`src/rtl/systolic_sched_if.sv`:
```
// rtl/systolic_sched_if.sv - job, systolic-array and response signals of the systolic scheduler
interface systolic_sched_if #(
    parameter int W = 32,
    parameter int N = 3
);
    logic               i_req_valid;
    logic               o_req_ready;
    logic               i_mode;
    logic [W*N*N-1:0]   i_A;
    logic [W*N*N-1:0]   i_B;
    logic               o_sa_en;
    logic               o_sa_clr;
    logic               o_sa_mode;
    logic [W*N-1:0]     o_A_row;
    logic [W*N-1:0]     o_B_col;
    logic [W*N*N-1:0]   i_sa_C;
    logic               o_rsp_valid;
    logic               i_rsp_ready;
    logic [W*N*N-1:0]   o_C;
    logic               o_busy;
    logic [15:0]        o_jobs;

    modport master (
        output i_req_valid, i_mode, i_A, i_B, i_sa_C, i_rsp_ready,
        input  o_req_ready, o_sa_en, o_sa_clr, o_sa_mode, o_A_row, o_B_col,
               o_rsp_valid, o_C, o_busy, o_jobs
    );

    modport slave (
        input  i_req_valid, i_mode, i_A, i_B, i_sa_C, i_rsp_ready,
        output o_req_ready, o_sa_en, o_sa_clr, o_sa_mode, o_A_row, o_B_col,
               o_rsp_valid, o_C, o_busy, o_jobs
    );
endinterface

```
`src/rtl/systolic_sched.sv`:
```
// rtl/systolic_sched.sv - job scheduler feeding skewed A/B lanes into an N x N systolic array
module systolic_sched #(
    parameter int W = 32,
    parameter int N = 3
) (
    input  logic             i_clk,
    input  logic             i_rst_n,
    systolic_sched_if.slave  bus
);
    localparam int CW = $clog2(2 * N);
    localparam logic [CW-1:0] FEED_LAST  = CW'(2 * N - 2);
    localparam logic [CW-1:0] DRAIN_LAST = CW'(N - 1);

    typedef enum logic [2:0] {
        S_IDLE,
        S_CLEAR,
        S_FEED,
        S_DRAIN,
        S_DONE
    } state_t;

    state_t             state_q, state_d;
    logic [CW-1:0]      cnt_q, cnt_d;
    logic [W*N*N-1:0]   a_q, b_q, c_q;
    logic               mode_q;
    logic [15:0]        jobs_q;
    logic [W*N-1:0]     a_row_q, b_col_q, a_row_d, b_col_d;
    logic               req_ready, sa_en, sa_clr, busy, rsp_valid;
    logic               accept, feed_last, drain_last, rsp_done;

    // Lane i carries A[i][t-i]; zero outside the diagonal band.
    function automatic logic [W*N-1:0] skew_a(input logic [W*N*N-1:0] m, input int t);
        logic [W*N-1:0] v;
        v = '0;
        for (int i = 0; i < N; i++) begin
            if (t - i >= 0 && t - i < N) v[i*W +: W] = m[(i*N + (t - i))*W +: W];
        end
        return v;
    endfunction

    function automatic logic [W*N-1:0] skew_b(input logic [W*N*N-1:0] m, input int t);
        logic [W*N-1:0] v;
        v = '0;
        for (int j = 0; j < N; j++) begin
            if (t - j >= 0 && t - j < N) v[j*W +: W] = m[((t - j)*N + j)*W +: W];
        end
        return v;
    endfunction

    assign accept     = bus.i_req_valid && req_ready;
    assign feed_last  = (cnt_q == FEED_LAST);
    assign drain_last = (cnt_q == DRAIN_LAST);
    assign rsp_done   = (state_q == S_DONE) && bus.i_rsp_ready;

    always_ff @(posedge i_clk) begin
        if (!i_rst_n) state_q <= S_IDLE;
        else          state_q <= state_d;
    end

    always_comb begin
        state_d   = state_q;
        req_ready = 1'b0;
        sa_en     = 1'b0;
        sa_clr    = 1'b0;
        busy      = 1'b1;
        rsp_valid = 1'b0;
        case (state_q)
            S_IDLE: begin
                req_ready = 1'b1;
                busy      = 1'b0;
                if (bus.i_req_valid) state_d = S_CLEAR;
            end
            S_CLEAR: begin
                sa_en   = 1'b1;
                sa_clr  = 1'b1;
                state_d = S_FEED;
            end
            S_FEED: begin
                sa_en = 1'b1;
                if (feed_last) state_d = S_DRAIN;
            end
            S_DRAIN: begin
                sa_en = 1'b1;
                if (drain_last) state_d = S_DONE;
            end
            S_DONE: begin
                rsp_valid = 1'b1;
                if (bus.i_rsp_ready) state_d = S_IDLE;
            end
            default: state_d = S_IDLE;
        endcase
    end

    // Lane registers are loaded one cycle ahead so they present FEED cycle t while cnt_q == t.
    always_comb begin
        a_row_d = '0;
        b_col_d = '0;
        cnt_d   = '0;
        case (state_q)
            S_CLEAR: begin
                a_row_d = skew_a(a_q, 0);
                b_col_d = skew_b(b_q, 0);
            end
            S_FEED: begin
                if (!feed_last) begin
                    a_row_d = skew_a(a_q, int'(cnt_q) + 1);
                    b_col_d = skew_b(b_q, int'(cnt_q) + 1);
                    cnt_d   = cnt_q + 1'b1;
                end
            end
            S_DRAIN: begin
                if (!drain_last) cnt_d = cnt_q + 1'b1;
            end
            default: cnt_d = '0;
        endcase
    end

    always_ff @(posedge i_clk) begin
        if (!i_rst_n) begin
            a_q     <= '0;
            b_q     <= '0;
            c_q     <= '0;
            mode_q  <= 1'b0;
            jobs_q  <= '0;
            cnt_q   <= '0;
            a_row_q <= '0;
            b_col_q <= '0;
        end else begin
            cnt_q   <= cnt_d;
            a_row_q <= a_row_d;
            b_col_q <= b_col_d;
            if (accept) begin
                a_q    <= bus.i_A;
                b_q    <= bus.i_B;
                mode_q <= bus.i_mode;
            end
            if (state_q == S_DRAIN && drain_last) c_q <= bus.i_sa_C;
            if (rsp_done) jobs_q <= jobs_q + 16'd1;
        end
    end

    assign bus.o_req_ready = req_ready;
    assign bus.o_sa_en     = sa_en;
    assign bus.o_sa_clr    = sa_clr;
    assign bus.o_sa_mode   = mode_q;
    assign bus.o_A_row     = a_row_q;
    assign bus.o_B_col     = b_col_q;
    assign bus.o_rsp_valid = rsp_valid;
    assign bus.o_C         = c_q;
    assign bus.o_busy      = busy;
    assign bus.o_jobs      = jobs_q;
endmodule

```
`src/flat_wrapper.sv`:
```
// flat-port wrapper written by rule: the top's interface ports become plain ports
module systolic_sched_flat 
#(
    parameter int W = 32,
    parameter int N = 3
)
  (i_clk, i_rst_n, bus_i_req_valid, bus_i_mode, bus_i_A, bus_i_B, bus_i_sa_C, bus_i_rsp_ready, bus_o_req_ready, bus_o_sa_en, bus_o_sa_clr, bus_o_sa_mode, bus_o_A_row, bus_o_B_col, bus_o_rsp_valid, bus_o_C, bus_o_busy, bus_o_jobs);
  systolic_sched_if #(.W(W), .N(N)) bus_i ();
  input  logic i_clk;
  input  logic i_rst_n;
  input wire logic [$bits(bus_i.i_req_valid)-1:0] bus_i_req_valid;
  input wire logic [$bits(bus_i.i_mode)-1:0] bus_i_mode;
  input wire logic [$bits(bus_i.i_A)-1:0] bus_i_A;
  input wire logic [$bits(bus_i.i_B)-1:0] bus_i_B;
  input wire logic [$bits(bus_i.i_sa_C)-1:0] bus_i_sa_C;
  input wire logic [$bits(bus_i.i_rsp_ready)-1:0] bus_i_rsp_ready;
  output wire logic [$bits(bus_i.o_req_ready)-1:0] bus_o_req_ready;
  output wire logic [$bits(bus_i.o_sa_en)-1:0] bus_o_sa_en;
  output wire logic [$bits(bus_i.o_sa_clr)-1:0] bus_o_sa_clr;
  output wire logic [$bits(bus_i.o_sa_mode)-1:0] bus_o_sa_mode;
  output wire logic [$bits(bus_i.o_A_row)-1:0] bus_o_A_row;
  output wire logic [$bits(bus_i.o_B_col)-1:0] bus_o_B_col;
  output wire logic [$bits(bus_i.o_rsp_valid)-1:0] bus_o_rsp_valid;
  output wire logic [$bits(bus_i.o_C)-1:0] bus_o_C;
  output wire logic [$bits(bus_i.o_busy)-1:0] bus_o_busy;
  output wire logic [$bits(bus_i.o_jobs)-1:0] bus_o_jobs;
  assign bus_i.i_req_valid = bus_i_req_valid;
  assign bus_i.i_mode = bus_i_mode;
  assign bus_i.i_A = bus_i_A;
  assign bus_i.i_B = bus_i_B;
  assign bus_i.i_sa_C = bus_i_sa_C;
  assign bus_i.i_rsp_ready = bus_i_rsp_ready;
  assign bus_o_req_ready = bus_i.o_req_ready;
  assign bus_o_sa_en = bus_i.o_sa_en;
  assign bus_o_sa_clr = bus_i.o_sa_clr;
  assign bus_o_sa_mode = bus_i.o_sa_mode;
  assign bus_o_A_row = bus_i.o_A_row;
  assign bus_o_B_col = bus_i.o_B_col;
  assign bus_o_rsp_valid = bus_i.o_rsp_valid;
  assign bus_o_C = bus_i.o_C;
  assign bus_o_busy = bus_i.o_busy;
  assign bus_o_jobs = bus_i.o_jobs;
  systolic_sched #(.W(W), .N(N)) u_core (.i_clk(i_clk), .i_rst_n(i_rst_n), .bus(bus_i));
endmodule
```
`config.mk`:
```
export PLATFORM = sky130hd
export DESIGN_NAME = systolic_sched_flat
export DESIGN_NICKNAME = d
export VERILOG_FILES = /design/src/rtl/systolic_sched_if.sv /design/src/rtl/systolic_sched.sv /design/src/flat_wrapper.sv
export SDC_FILE = /design/constraint.sdc
export NUM_CORES = 2
export LEC_CHECK = 0
export BUFFER_PORTS_ARGS = -buffer_cell sky130_fd_sc_hd__buf_4
export CAP_MARGIN = 25
export CORE_AREA = 8 8 521 523
export CTS_BUF_LIST = sky130_fd_sc_hd__clkbuf_4
export CTS_CLUSTER_SIZE = 14
export DETAILED_ROUTE_END_ITERATION = 7
export DIE_AREA = 0 0 529 531
export PLACE_DENSITY = 0.45
export SYNTH_ARGS = -nofsm -noshare
export SYNTH_HDL_FRONTEND = slang
export SYNTH_SLANG_ARGS = --single-unit
```
`constraint.sdc`:
```
create_clock -name i_clk -period 6.4 [get_ports i_clk]
set_clock_uncertainty 0.2 [all_clocks]
set_input_delay 1.28 -clock i_clk [delete_from_list [all_inputs] [get_ports i_clk]]
set_output_delay 1.28 -clock i_clk [all_outputs]
set_load 0.005 [all_outputs]
```
==> flow_metrics.py <==
metrics = {
    "run_status": {
        "status": "finished clean",
    },
    "grt": {
        "antenna_found_initial": 88,
        "grt_pass1_vias": 54100,
        "overflow": 0,
        "grt_usage": 0.208,
        "grt_pass1_wl_um": 425000,
        "grt_max_degree": 193,
    },
    "detailed_routing": {
        "wl_um": 308000,
        "viasPerCell": 4.55,
        "antenna_left": 0,
        "drcViolationCount": 0,
        "num_vias": 53200,
        "drt-wirelength-per-cell_um": 26.3,
        "dr.pass1.iters": 6,
        "drt-initial-drc-count": 4138,
    },
    "synth": {
        "synth.most_common_cell": "nand2_1",
        "synth_cell_type_count": 70,
        "synth_top_area_frac": 0.430,
        "syn-instance-count": 5734,
        "ys_top_cells_by_count": "nand2_1 (1959), dfxtp_1 (1079), a21boi_0 (761)",
        "ys_seq_area_frac": 0.430,
        "synth_edf_count": 0,
        "synthTopCellsByArea": "dfxtp_1 (43%), nand2_1 (15%), a21boi_0 (11%), mux4_2 (8.7%), mux2_2 (4.0%)",
        "postSynthAreaPerCell_um2": 8.75,
        "ys.warnings.count": 0,
        "syn_nets": 6639,
        "ys.flop_type": "dfxtp_1",
        "ys_ff_latch": 1079,
        "async_reset_ff_frac": 0,
        "syn_area_um2": 50200,
        "yosys.area.top_type": "dfxtp_1",
    },
    "placed_design": {
        "post_dp_cell_area_um2": 63900,
        "gp_congestion": 0.899,
        "place_inst": 10200,
        "pre_cts_slack_ps": 1070,
        "portBuffers": 1370,
        "dp_hpwl_um": 238000,
    },
    "layout": {
        "syn_to_final_growth_pct": 52.4,
        "fin_nets": 8803,
        "drive_above_1_share": 0.291,
        "final_util": 0.290,
        "finalInstanceArea_um2": 76500,
        "instances_no_fill": 11700,
        "n_fill_cell": 28400,
    },
    "power": {
        "p_switching_mw": 5.51,
        "combPwrFrac": 0.186,
        "cellPowerDensity_nw_per_um2": 229,
        "clockPowerShare": 0.393,
        "power.total_mw": 17.5,
        "p_leak_nw": 29.7,
        "p_int_mw": 12.0,
        "p_sw_frac": 0.314,
        "peakVddDrop_uv": 135,
        "pwr-share-seq": 0.421,
    },
    "clock_tree": {
        "clkLatencyLatePin_ps": 1290,
        "cts_tree": "yes",
        "cts_resized": 0,
        "cts_buffers": 333,
        "clock_sinks": 1079,
        "clk_path_buf_depth": 4,
        "htreeDepth": 5,
        "clockRootBuffer": "clkbuf_4",
        "cts.clk_slew.worst_paths_ps": 60,
    },
    "critical_path": {
        "cp-start-kind": "flip-flop",
        "cpMaxStageDelayCell": "nand2_1",
        "path_cells": "buf_4 -> inv_1 -> ha_4 -> inv_2 -> ha_1 -> inv_1 -> xnor2_2 -> inv_1 -> ha_1 -> inv_1 -> fa_1 -> or3_1 -> xnor2_1 -> nand2_1 -> a211oi_1",
        "critPathRequiredTime_ps": 7380,
        "end_kind": "flip-flop",
        "crit_path_max_incr_delay_ps": 600,
        "critPathMostFrequentCell": "inv_1",
        "worstSetupPathType": "flip-flop to flip-flop",
        "crit_arrival_ps": 6050,
        "crit_path_max_fanout": 27,
    },
    "sta": {
        "setup_ws_ps": 1330,
        "tightest_slew_ps": 1410,
        "setup_viol": 0,
        "timing.fmax_mhz": 197,
        "slew_violations": 0,
        "rsz0062_at_grt": "false",
        "finalCritPeriodShare": 0.792,
        "fin_crit_ps": 5070,
        "hold_ws_ps": 259,
        "hold_viol": 0,
        "setup_tns_ps": 0,
        "slew_headroom": 0.0630,
    },
    "floorplanning": {
        "core_area_um2": 263000,
        "core.rowCount": 189,
        "die_x_um": 529,
        "start_util": 0.191,
        "ios": 1371,
        "die_h_um": 531,
        "die_area_um2": 281000,
    },
    "hold_path": {
        "worst_hold_path_type": "flip-flop to flip-flop",
    },
    "flow_run": {
        "drv_cap": 0,
    },
}
==> layout make-up <==
type                            instances  area (µm²)  area share
Antenna cell                           35        87.6     0.00115
Clock buffer                          462        3470      0.0453
Clock inverter                        102         579     0.00757
Inverter                               41         155     0.00203
Multi-Input combinational cell       4136       26500       0.347
Sequential cell                      1079       21600       0.283
Tap cell                             3533        4420      0.0578
Timing Repair Buffer                 2307       19600       0.257
==> state kept, by name (all words and copies together) (netlist names) <==
name	cells
u_core.bus.o_sa_mode	1
u_core.state_q	3
u_core.bus.o_C	288
u_core.bus.o_A_row	96
u_core.cnt_q	3
u_core.a_q	288
u_core.bus.o_B_col	96
u_core.bus.o_jobs	16
u_core.b_q	288
==> critical path: cells and delay by family, from the launching register on <==
kind | cells | cell delay (ps)
flops | 1 | 340
simple gates | 2 | 1030
xor+xnor | 2 | 620
compound gates | 1 | 430
fa+ha+maj | 4 | 1360
buf+inv | 6 | 980
==> logic make-up (layout without fill, tap and decap cells) <==
logic type / Yosys count / after routing / synth area share
xor+xnor: 30 / 30 / 0.00591
buf+inv: 519 / 2912 / 0.0451
other cells: 0 / 35 / 0
mux: 446 / 446 / 0.142
flops: 1079 / 1079 / 0.430
simple gates: 2240 / 2240 / 0.175
compound gates: 1384 / 1384 / 0.193
fa+ha+maj: 36 / 36 / 0.00942
==> worst paths after layout <==
kind / from / to / slack, ps / cells after the start
min: u_core.b_q[235] / u_core.b_q[235] / 260 / 2
max reg2reg: u_core.cnt_q[1] / u_core.bus.o_B_col[76] / 1330 / 15
min reg2reg: u_core.b_q[235] / u_core.b_q[235] / 260 / 2
max: u_core.cnt_q[1] / u_core.bus.o_B_col[76] / 1330 / 15
==> timing repair <==
| action | CTS | global route |
|---|---|---|
| hold endpoints to repair | 846 | 0 |
| hold buffers | 846 | 0 |
| buffers inserted | 0 | 0 |
==> power by group through the flow <==
stage	logic (mW)	clock network [mW]	registers (mW)
after floorplan	1.56	0	7.31
after global routing	3.49	7.48	7.39
after CTS	3.26	7.18	7.36
final	3.26	6.89	7.37
after global placement	2.76	0	7.50
after detailed placement	2.78	0	7.50
==> routing by layer <==
metal	up-vias	wire length (µm)	global-route usage
met5	-	452	0
met4	72	12800	0.0790
met3	576	22700	0.0522
met1	26100	137000	0.277
met2	2320	135000	0.324
li1	24100	-	-
==> placed cells by master, fill, tap and decap left out, types with 10 or more instances in the layout <==
cell and n:
o21ai_0 95, xor2_1 12, nor2b_1 16, diode_2 35, o21bai_1 13, mux2i_1 73, o22ai_1 19, dfxtp_1 1076
mux4_2 194, nand3_1 87, a221o_1 13, buf_4 1445, inv_1 36, o221ai_1 16, a22o_1 21, and2_1 19
a211oi_1 10, nor2_1 96, a31oi_1 30, a21boi_1 109, dlygate4sd3_1 846, clkinv_1 72, nand2_1 1957, a21oi_1 225
ha_1 32, a21boi_0 761, clkbuf_4 462, buf_12 13, xnor2_1 12, nor3_1 13, mux2_2 178
(Power assumes the default switching activity.)
